## src/rtl/dff_glitch_filter_pkg.sv

```systemverilog
// dff_glitch_filter_pkg: shared state type and default parameters for dff_glitch_filter
package dff_glitch_filter_pkg;
  typedef enum logic {IDLE = 1'b0, QUAL = 1'b1} state_t;
  localparam int STABLE_CYCLES_DEF = 8;
  localparam int GCNT_W_DEF = 8;
endpackage

```

## src/rtl/dff_sync2.sv

```systemverilog
// dff_sync2: two-flop synchronizer for an asynchronous level
module dff_sync2 (
  input  logic c,
  input  logic rst,
  input  logic d,
  output logic q
);
  logic s1;
  always_ff @(posedge c or posedge rst)
    if (rst) begin
      s1 <= 1'b0;
      q <= 1'b0;
    end else begin
      s1 <= d;
      q <= s1;
    end
endmodule

```

## src/rtl/dff_glitch_filter.sv

```systemverilog
// dff_glitch_filter: synchronizes and debounces din, counting rejected glitches
// Define DFF_GLITCH_FILTER_EDGE_EN to get registered rise/fall pulses; otherwise they read 0.
module dff_glitch_filter
  import dff_glitch_filter_pkg::*;
#(
  parameter int STABLE_CYCLES = STABLE_CYCLES_DEF,
  parameter int GCNT_W = GCNT_W_DEF
) (
  input  logic c,
  input  logic rst,
  input  logic din,
  input  logic clr,
  output logic q,
  output logic rise,
  output logic fall,
  output logic [GCNT_W-1:0] glitch_cnt,
  output logic busy
);
  localparam int CW = $clog2(STABLE_CYCLES + 1);
  localparam logic [CW-1:0] LAST = CW'(STABLE_CYCLES - 1);
  state_t state;
  logic [CW-1:0] cnt;
  logic s2;
  logic reject;
  dff_sync2 u_sync (
    .c(c),
    .rst(rst),
    .d(din),
    .q(s2)
  );
  assign reject = (state == QUAL) && (s2 == q);
  always_ff @(posedge c or posedge rst)
    if (rst) begin
      state <= IDLE;
      cnt <= '0;
      q <= 1'b0;
      busy <= 1'b0;
    end else if (state == IDLE) begin
      if (s2 != q) begin
        state <= QUAL;
        cnt <= CW'(1);
        busy <= 1'b1;
      end
    end else if (s2 == q || cnt == LAST) begin
      q <= s2;
      state <= IDLE;
      cnt <= '0;
      busy <= 1'b0;
    end else begin
      cnt <= cnt + CW'(1);
    end
  // clr wins over a same-cycle rejection
  always_ff @(posedge c or posedge rst)
    if (rst) glitch_cnt <= '0;
    else glitch_cnt <= clr ? '0 : (reject && glitch_cnt != '1) ? glitch_cnt + GCNT_W'(1) : glitch_cnt;
`ifdef DFF_GLITCH_FILTER_EDGE_EN
  logic accept;
  assign accept = (state == QUAL) && (s2 != q) && (cnt == LAST);
  always_ff @(posedge c or posedge rst)
    if (rst) begin
      rise <= 1'b0;
      fall <= 1'b0;
    end else begin
      rise <= accept && s2;
      fall <= accept && !s2;
    end
`else
  assign rise = 1'b0;
  assign fall = 1'b0;
`endif
endmodule

```

## config.mk

```make
export PLATFORM = sky130hd
export DESIGN_NAME = dff_glitch_filter
export DESIGN_NICKNAME = d
export VERILOG_FILES = /design/src/rtl/dff_glitch_filter_pkg.sv /design/src/rtl/dff_sync2.sv /design/src/rtl/dff_glitch_filter.sv
export SDC_FILE = /design/constraint.sdc
export NUM_CORES = 1
export LEC_CHECK = 0
export ABC_AREA = 1
export CORE_MARGIN = 10
export CORE_UTILIZATION = 50
export DETAILED_ROUTE_END_ITERATION = 12
export PLACE_DENSITY = 0.77
export SYNTH_ARGS = -nofsm -noshare
export SYNTH_HDL_FRONTEND = slang
export SYNTH_SLANG_ARGS = --single-unit
export TNS_END_PERCENT = 5
```

## constraint.sdc

```tcl
create_clock -name c -period 2.6 [get_ports c]
set_input_delay 0.39 -clock c [delete_from_list [all_inputs] [get_ports c]]
set_output_delay 0.39 -clock c [all_outputs]
set_load 0.01 [all_outputs]
```

==> out/metrics.yaml, run 1 <==
die_area_um2: 3930
regArea_um2: 425
fp.dieH_um: 62.7
cp.arrival_ns: 1.31
critPathKind: "reg -> out"
finalCritPeriodShare_pct: 65.2
syn_area_um2: 911
gp_congestion: 0.911
dp_cells: 152
worstMarginPinSlew_ns: 0.647
start_util_pct: 52.8
post-place-ws_ns: 1.08
min_to: "u_sync.q$_DFF_PP0_"
antenna_left: 0
syn_inst: 115
cts_buffer_depth: 2
grt_usage_pct: 9.32
fp-row-count: 15
synth_area_leader_cell: "dfrtp_1"
wire_per_inst_um: 11.2
drive_above_1_share_pct: 7.63
synth_most_common_cell: "nand2_1"
htreeDepth: 1
ys_seq_area_share_pct: 46.7
clk_latency_ns: 0.28
overflow: 0
post-cts-setup-buffers: 0
antenna_cells: 0
synth_area_leaders: "dfrtp_1 47%, nand2_1 14%, nand3_1 7.1%"
cp-startpoint: "glitch_cnt[5]$_DFFE_PP0P_"
finalMaxSlewViolations: 0
dp_hpwl_mm: 1.36
place_area_um2: 1060
power.switching_uw: 276
yosys.area.top_type_share_pct: 46.7
synth-seq-cells: 17
grt_start_max_net_pins: 18
drt_iter0_drc: 12
crit_buf_inv: 1
cts_root_buffer: "clkbuf_4"
io-pin-count: 16
worstPathCellList: "clkdlybuf4s50_1"
post-route-drc-count: 0
power_frac_comb_pct: 34.6
grt_pass1_wl_mm: 3.08
crit_fanout: 7
routed_via_density: 4.79
vias: 748
reg2reg_depth: 9
synth-async-reset-ratio_pct: 100
outcome: "complete, no violations"
cts_buffers: 3
r2r_end: "glitch_cnt[5]$_DFFE_PP0P_"
cap_violations: 0
critical-path-top-delay-family: "buffers and inverters"
period_needed_ns: 1.70
cts_resized: 0
whs_path_depth: 0
hold_start: "u_sync.s1$_DFF_PP0_"
fin_nets: 138
fillers: 171
max_stage_delay_ns: 0.57
worst_setup_path_start_kind: "flop"
final_cell_area_um2: 1090
die_w_um: 62.7
multi_input_comb_area_um2: 419
core_area_um2: 1730
setup-tns-final_ns: 0
p_sw_share_pct: 36.1
crit_path_top_delay_cell: "clkdlybuf4s50_1"
setup_violations: 0
cts_tree: "yes"
wirelength_mm: 1.75
dr.pass1.iters: 4
slew_headroom_pct: 56.8
grt_pass1_vias: 711
finalNonFillerCells: 156
antenna_found_initial: 0
yosysWarnings: 0
r2r_setup_slack_ns: 1.19
worstReg2RegStart: "glitch_cnt[0]$_DFFE_PP0P_"
synth_area_per_cell_um2: 7.92
finClkSkew_ns: 0.00612
synth_edf_count: 0
ys.flop_type: "dfrtp_1"
hold_viol_final: 0
intPower_uw: 489
required_ns: 2.21
fmax_mhz: 590
netlist_top_cells_count: "35 x nand2_1, 17 x dfrtp_1, 13 x nand3_1"
area_growth_syn_to_layout_pct: 19.4
cp-end-kind: "primary output"
clock_sinks: 17
seq_power_share_pct: 47.8
p_leak_uw: 0.000541
yosysUniqueCellTypes: 22
p_per_area_nw_per_um2: 703
hold_class: "reg -> reg"
clockPowerShare_pct: 17.6
fin_ws_ns: 0.904
cts.clk_slew.worst_paths_ns: 0.09
port_buffers: 13
ir_drop_mv: 0.491
rsz0062_at_grt: "false"
cts_hold_buf: 0
-- power groups by stage --
stage / combinational, µW / clock [µW] / sequential (µW)
after global routing: 305 / 157 / 375
after CTS: 267 / 144 / 365
final: 264 / 135 / 365
after global placement: 259 / 0 / 367
after floorplan: 165 / 0 / 374
after detailed placement: 266 / 0 / 370
-- state kept, by name (all words and copies together) (netlist names) --
signal,count
glitch_cnt,8
cnt,4
busy,1
q,1
state,1
u_sync.q,1
u_sync.s1,1
-- placed cells by master (no fill, tap or decap), types with 3 or more instances in the layout --
| master | netlist | routed |
|---|---|---|
| nand2_1 | 35 | 35 |
| dfrtp_1 | 17 | 17 |
| nand3_1 | 13 | 13 |
| clkdlybuf4s50_1 | 0 | 13 |
| inv_1 | 12 | 12 |
| nor2_1 | 8 | 8 |
| o21ai_0 | 6 | 6 |
| nor2_4 | 3 | 3 |
| o21ai_1 | 3 | 3 |
| clkbuf_4 | 0 | 3 |
-- final cells by class --
type                    instances  area share, %
multi-input cells              83           38.6
well taps                      25           2.88
inverters                      14           5.06
flip-flops and latches         17           39.1
repair buffers                 13           12.0
clock buffers                   4           2.42
-- worst max-delay path by stage --
stage / end / slack, ns / cells past startpoint
2_1_floorplan: glitch_cnt[5]$_DFFE_PP0P_ / 1.29 / 9
3_3_place_gp: glitch_cnt[4]$_DFFE_PP0P_ / 1.10 / 5
3_5_place_dp: glitch_cnt[4]$_DFFE_PP0P_ / 1.08 / 5
4_1_cts: glitch_cnt[3] / 0.88 / 1
5_1_grt: glitch_cnt[3] / 0.84 / 1
6_report: glitch_cnt[5] / 0.90 / 1
-- cell families (layout without fill, tap and decap cells) --
group | after synthesis | in the layout | synth area share, %
AO/OA/AOI/OAI | 13 | 13 | 7.56
XOR/XNOR | 3 | 3 | 2.89
adder cells (fa/ha/maj) | 2 | 2 | 2.75
other | 1 | 2 | 0.412
buffers and inverters | 16 | 31 | 7.69
AND/OR/NAND/NOR | 63 | 63 | 32.0
flip-flops | 17 | 17 | 46.7
-- metal layers --
metal / wire length (µm) / GRT usage [%] / part of all wire, %
met5: 0 / 0 / 0
met1: 764 / 10.3 / 44
met3: 84 / 3.23 / 4.8
met2: 886 / 15.6 / 51
met4: 9 / 4.19 / 0.52
-- stage by stage --
| step | total power, µW | hold slack, ns | utilization (%) |
|---|---|---|---|
| 4_1_cts | 776 | 0.367 | 63.0 |
| 5_1_grt | 837 | 0.380 | 63.0 |
| 3_3_place_gp | 626 | 0.334 | 61.4 |
| 2_1_floorplan | 539 | 0.316 | - |
| 3_5_place_dp | 636 | 0.345 | 61.4 |
| 6_report | 764 | 0.360 | 63.0 |
No activity file was read; power rests on OpenSTA's default activity.
==> run 2, diff against run 1 <==
==> constraint.sdc (replaced) <==
create_clock -name c -period 1.65 [get_ports c]
set_input_delay 0.2475 -clock c [delete_from_list [all_inputs] [get_ports c]]
set_output_delay 0.2475 -clock c [all_outputs]
set_load 0.01 [all_outputs]
==> out/metrics.yaml, run 2 (same netlist as run 1, synthesis figures left out) <==
cap_violations: 0  # unchanged
die_w_um: 62.7  # unchanged
worst_setup_path_start_kind: "flop"
clk_latency_ns: 0.29  # about the same
fp.dieH_um: 62.7  # unchanged
critical-path-top-delay-family: "buffers and inverters"
antenna_left: 0  # unchanged
cts.clk_slew.worst_paths_ns: 0.10  # about the same
worstPathCellList: "clkdlybuf4s50_1"
mostFrequentLayoutCell: "nand2_1"
outcome: "complete, no violations"
dp_hpwl_mm: 1.44  # +6.3%
hold_class: "in -> async"
final_cell_mix: "35 x nand2_1, 15 x dfrtp_1, 13 x nand3_1, 13 x clkdlybuf4s50_1, 12 x inv_1"
largest-register: "glitch_cnt"
routed_via_density: 4.83  # +0.82%
wirelength_mm: 1.83  # +4.6%
antenna_found_initial: 0  # unchanged
dr.pass1.iters: 4  # unchanged
cts_hold_buf: 0  # unchanged
post-route-drc-count: 0  # unchanged
rsz0062_at_grt: "false"
finalMaxSlewViolations: 0  # unchanged
cts_root_buffer: "clkbuf_4"
final_cell_area_um2: 1100  # +1.0%
fp-row-count: 15  # unchanged
cts_tree: "yes"
p_per_area_nw_per_um2: 1100  # +57%
area_growth_syn_to_layout_pct: 20.6
top_regs: "glitch_cnt (8), cnt (4)"
grt_usage_pct: 9.33  # about the same
grt_pass1_wl_mm: 3.04  # -1.3%
crit_path_top_delay_cell: "clkdlybuf4s50_1"
place_area_um2: 1070  # +0.71%
cp-end-kind: "primary output"
clock_sinks: 17  # unchanged
antenna_cells: 0  # unchanged
finClkSkew_ns: 0.000926  # -0.00519 ns
grt_pass1_vias: 720  # +1.3%
gp_congestion: 0.932  # +2.3%
ir_drop_mv: 0.880  # +79%
p_leak_uw: 0.000545  # +0.77%
critPathKind: "reg -> out"
setup-tns-final_ns: 0  # unchanged
fmax_mhz: 649
core_area_um2: 1730  # unchanged
wire_per_inst_um: 11.6  # +3.9%
crit_buf_inv: 1  # unchanged
vias: 759  # +1.5%
period_needed_ns: 1.54
die_area_um2: 3930  # unchanged
setup_violations: 0  # unchanged
port_buffers: 13  # unchanged
overflow: 0  # unchanged
io-pin-count: 16  # unchanged
cts_buffers: 3  # unchanged
cts_buffer_depth: 2  # unchanged
crit_fanout: 5  # -2
finalCritPeriodShare_pct: 93.4
max_stage_delay_ns: 0.57  # about the same
start_util_pct: 52.8  # unchanged
largest_reg_flops: 8  # unchanged
grt_start_max_net_pins: 18  # unchanged
required_ns: 1.40  # -0.81 ns
htreeDepth: 1  # unchanged
hold_viol_final: 0  # unchanged
cp.arrival_ns: 1.29  # -0.02 ns
drt_iter0_drc: 12  # unchanged
fin_nets: 139  # +0.72%
drive_above_1_share_pct: 10.6  # +3.0 points
[run 2: final cells by class]
type | instances | area, µm²
Sequential cell | 17 | 428
Timing Repair Buffer | 14 | 138
Inverter | 14 | 55.1
Fill cell | 150 | 628
Clock buffer | 3 | 22.5
Clock inverter | 1 | 5.00
Multi-Input combinational cell | 83 | 419
Tap cell | 25 | 31.3
[run 2: worst paths after layout]
check                      slack (ns)                 startpoint                         to  depth (start not counted)
max in group asynchronous        1.20                        rst  glitch_cnt[5]$_DFFE_PP0P_                          3
setup / recovery                 0.11  glitch_cnt[7]$_DFFE_PP0P_              glitch_cnt[7]                          1
min in group c                   0.36        u_sync.s1$_DFF_PP0_         u_sync.q$_DFF_PP0_                          0
hold reg to reg                  0.36        u_sync.s1$_DFF_PP0_         u_sync.q$_DFF_PP0_                          0
setup reg to reg                 0.25  glitch_cnt[1]$_DFFE_PP0P_  glitch_cnt[3]$_DFFE_PP0P_                          9
hold / removal                   0.26                        rst  glitch_cnt[1]$_DFFE_PP0P_                          3
[run 2: power breakdown]
group	switching [µW]	internal (µW)
clock network	130	90.2
registers	75.9	499
logic	239	177
[run 2: routing by layer]
metal  track usage [%]  wire (µm)
met1              9.42        810
met2              15.5        892
met3              3.94         86
met4              5.87         36
met5                 0          0
[run 2: metrics by stage]
step           utilization [%]  cells  setup slack (ns)  power [µW]  hold slack, ns
6_report                  63.6    157             0.108        1210           0.255
4_1_cts                   63.5    157            0.0422        1220           0.262
3_3_place_gp              61.9    153             0.222         989           0.334
5_1_grt                   63.6    157            0.0470        1320           0.265
2_1_floorplan                -    116             0.339         850           0.174
3_5_place_dp              61.9    153             0.219        1000           0.339
[run 2: timing repair]
action | CTS | global route
resized for setup | 0 | 2
setup buffers | 0 | 0
setup endpoints to repair | 0 | 2
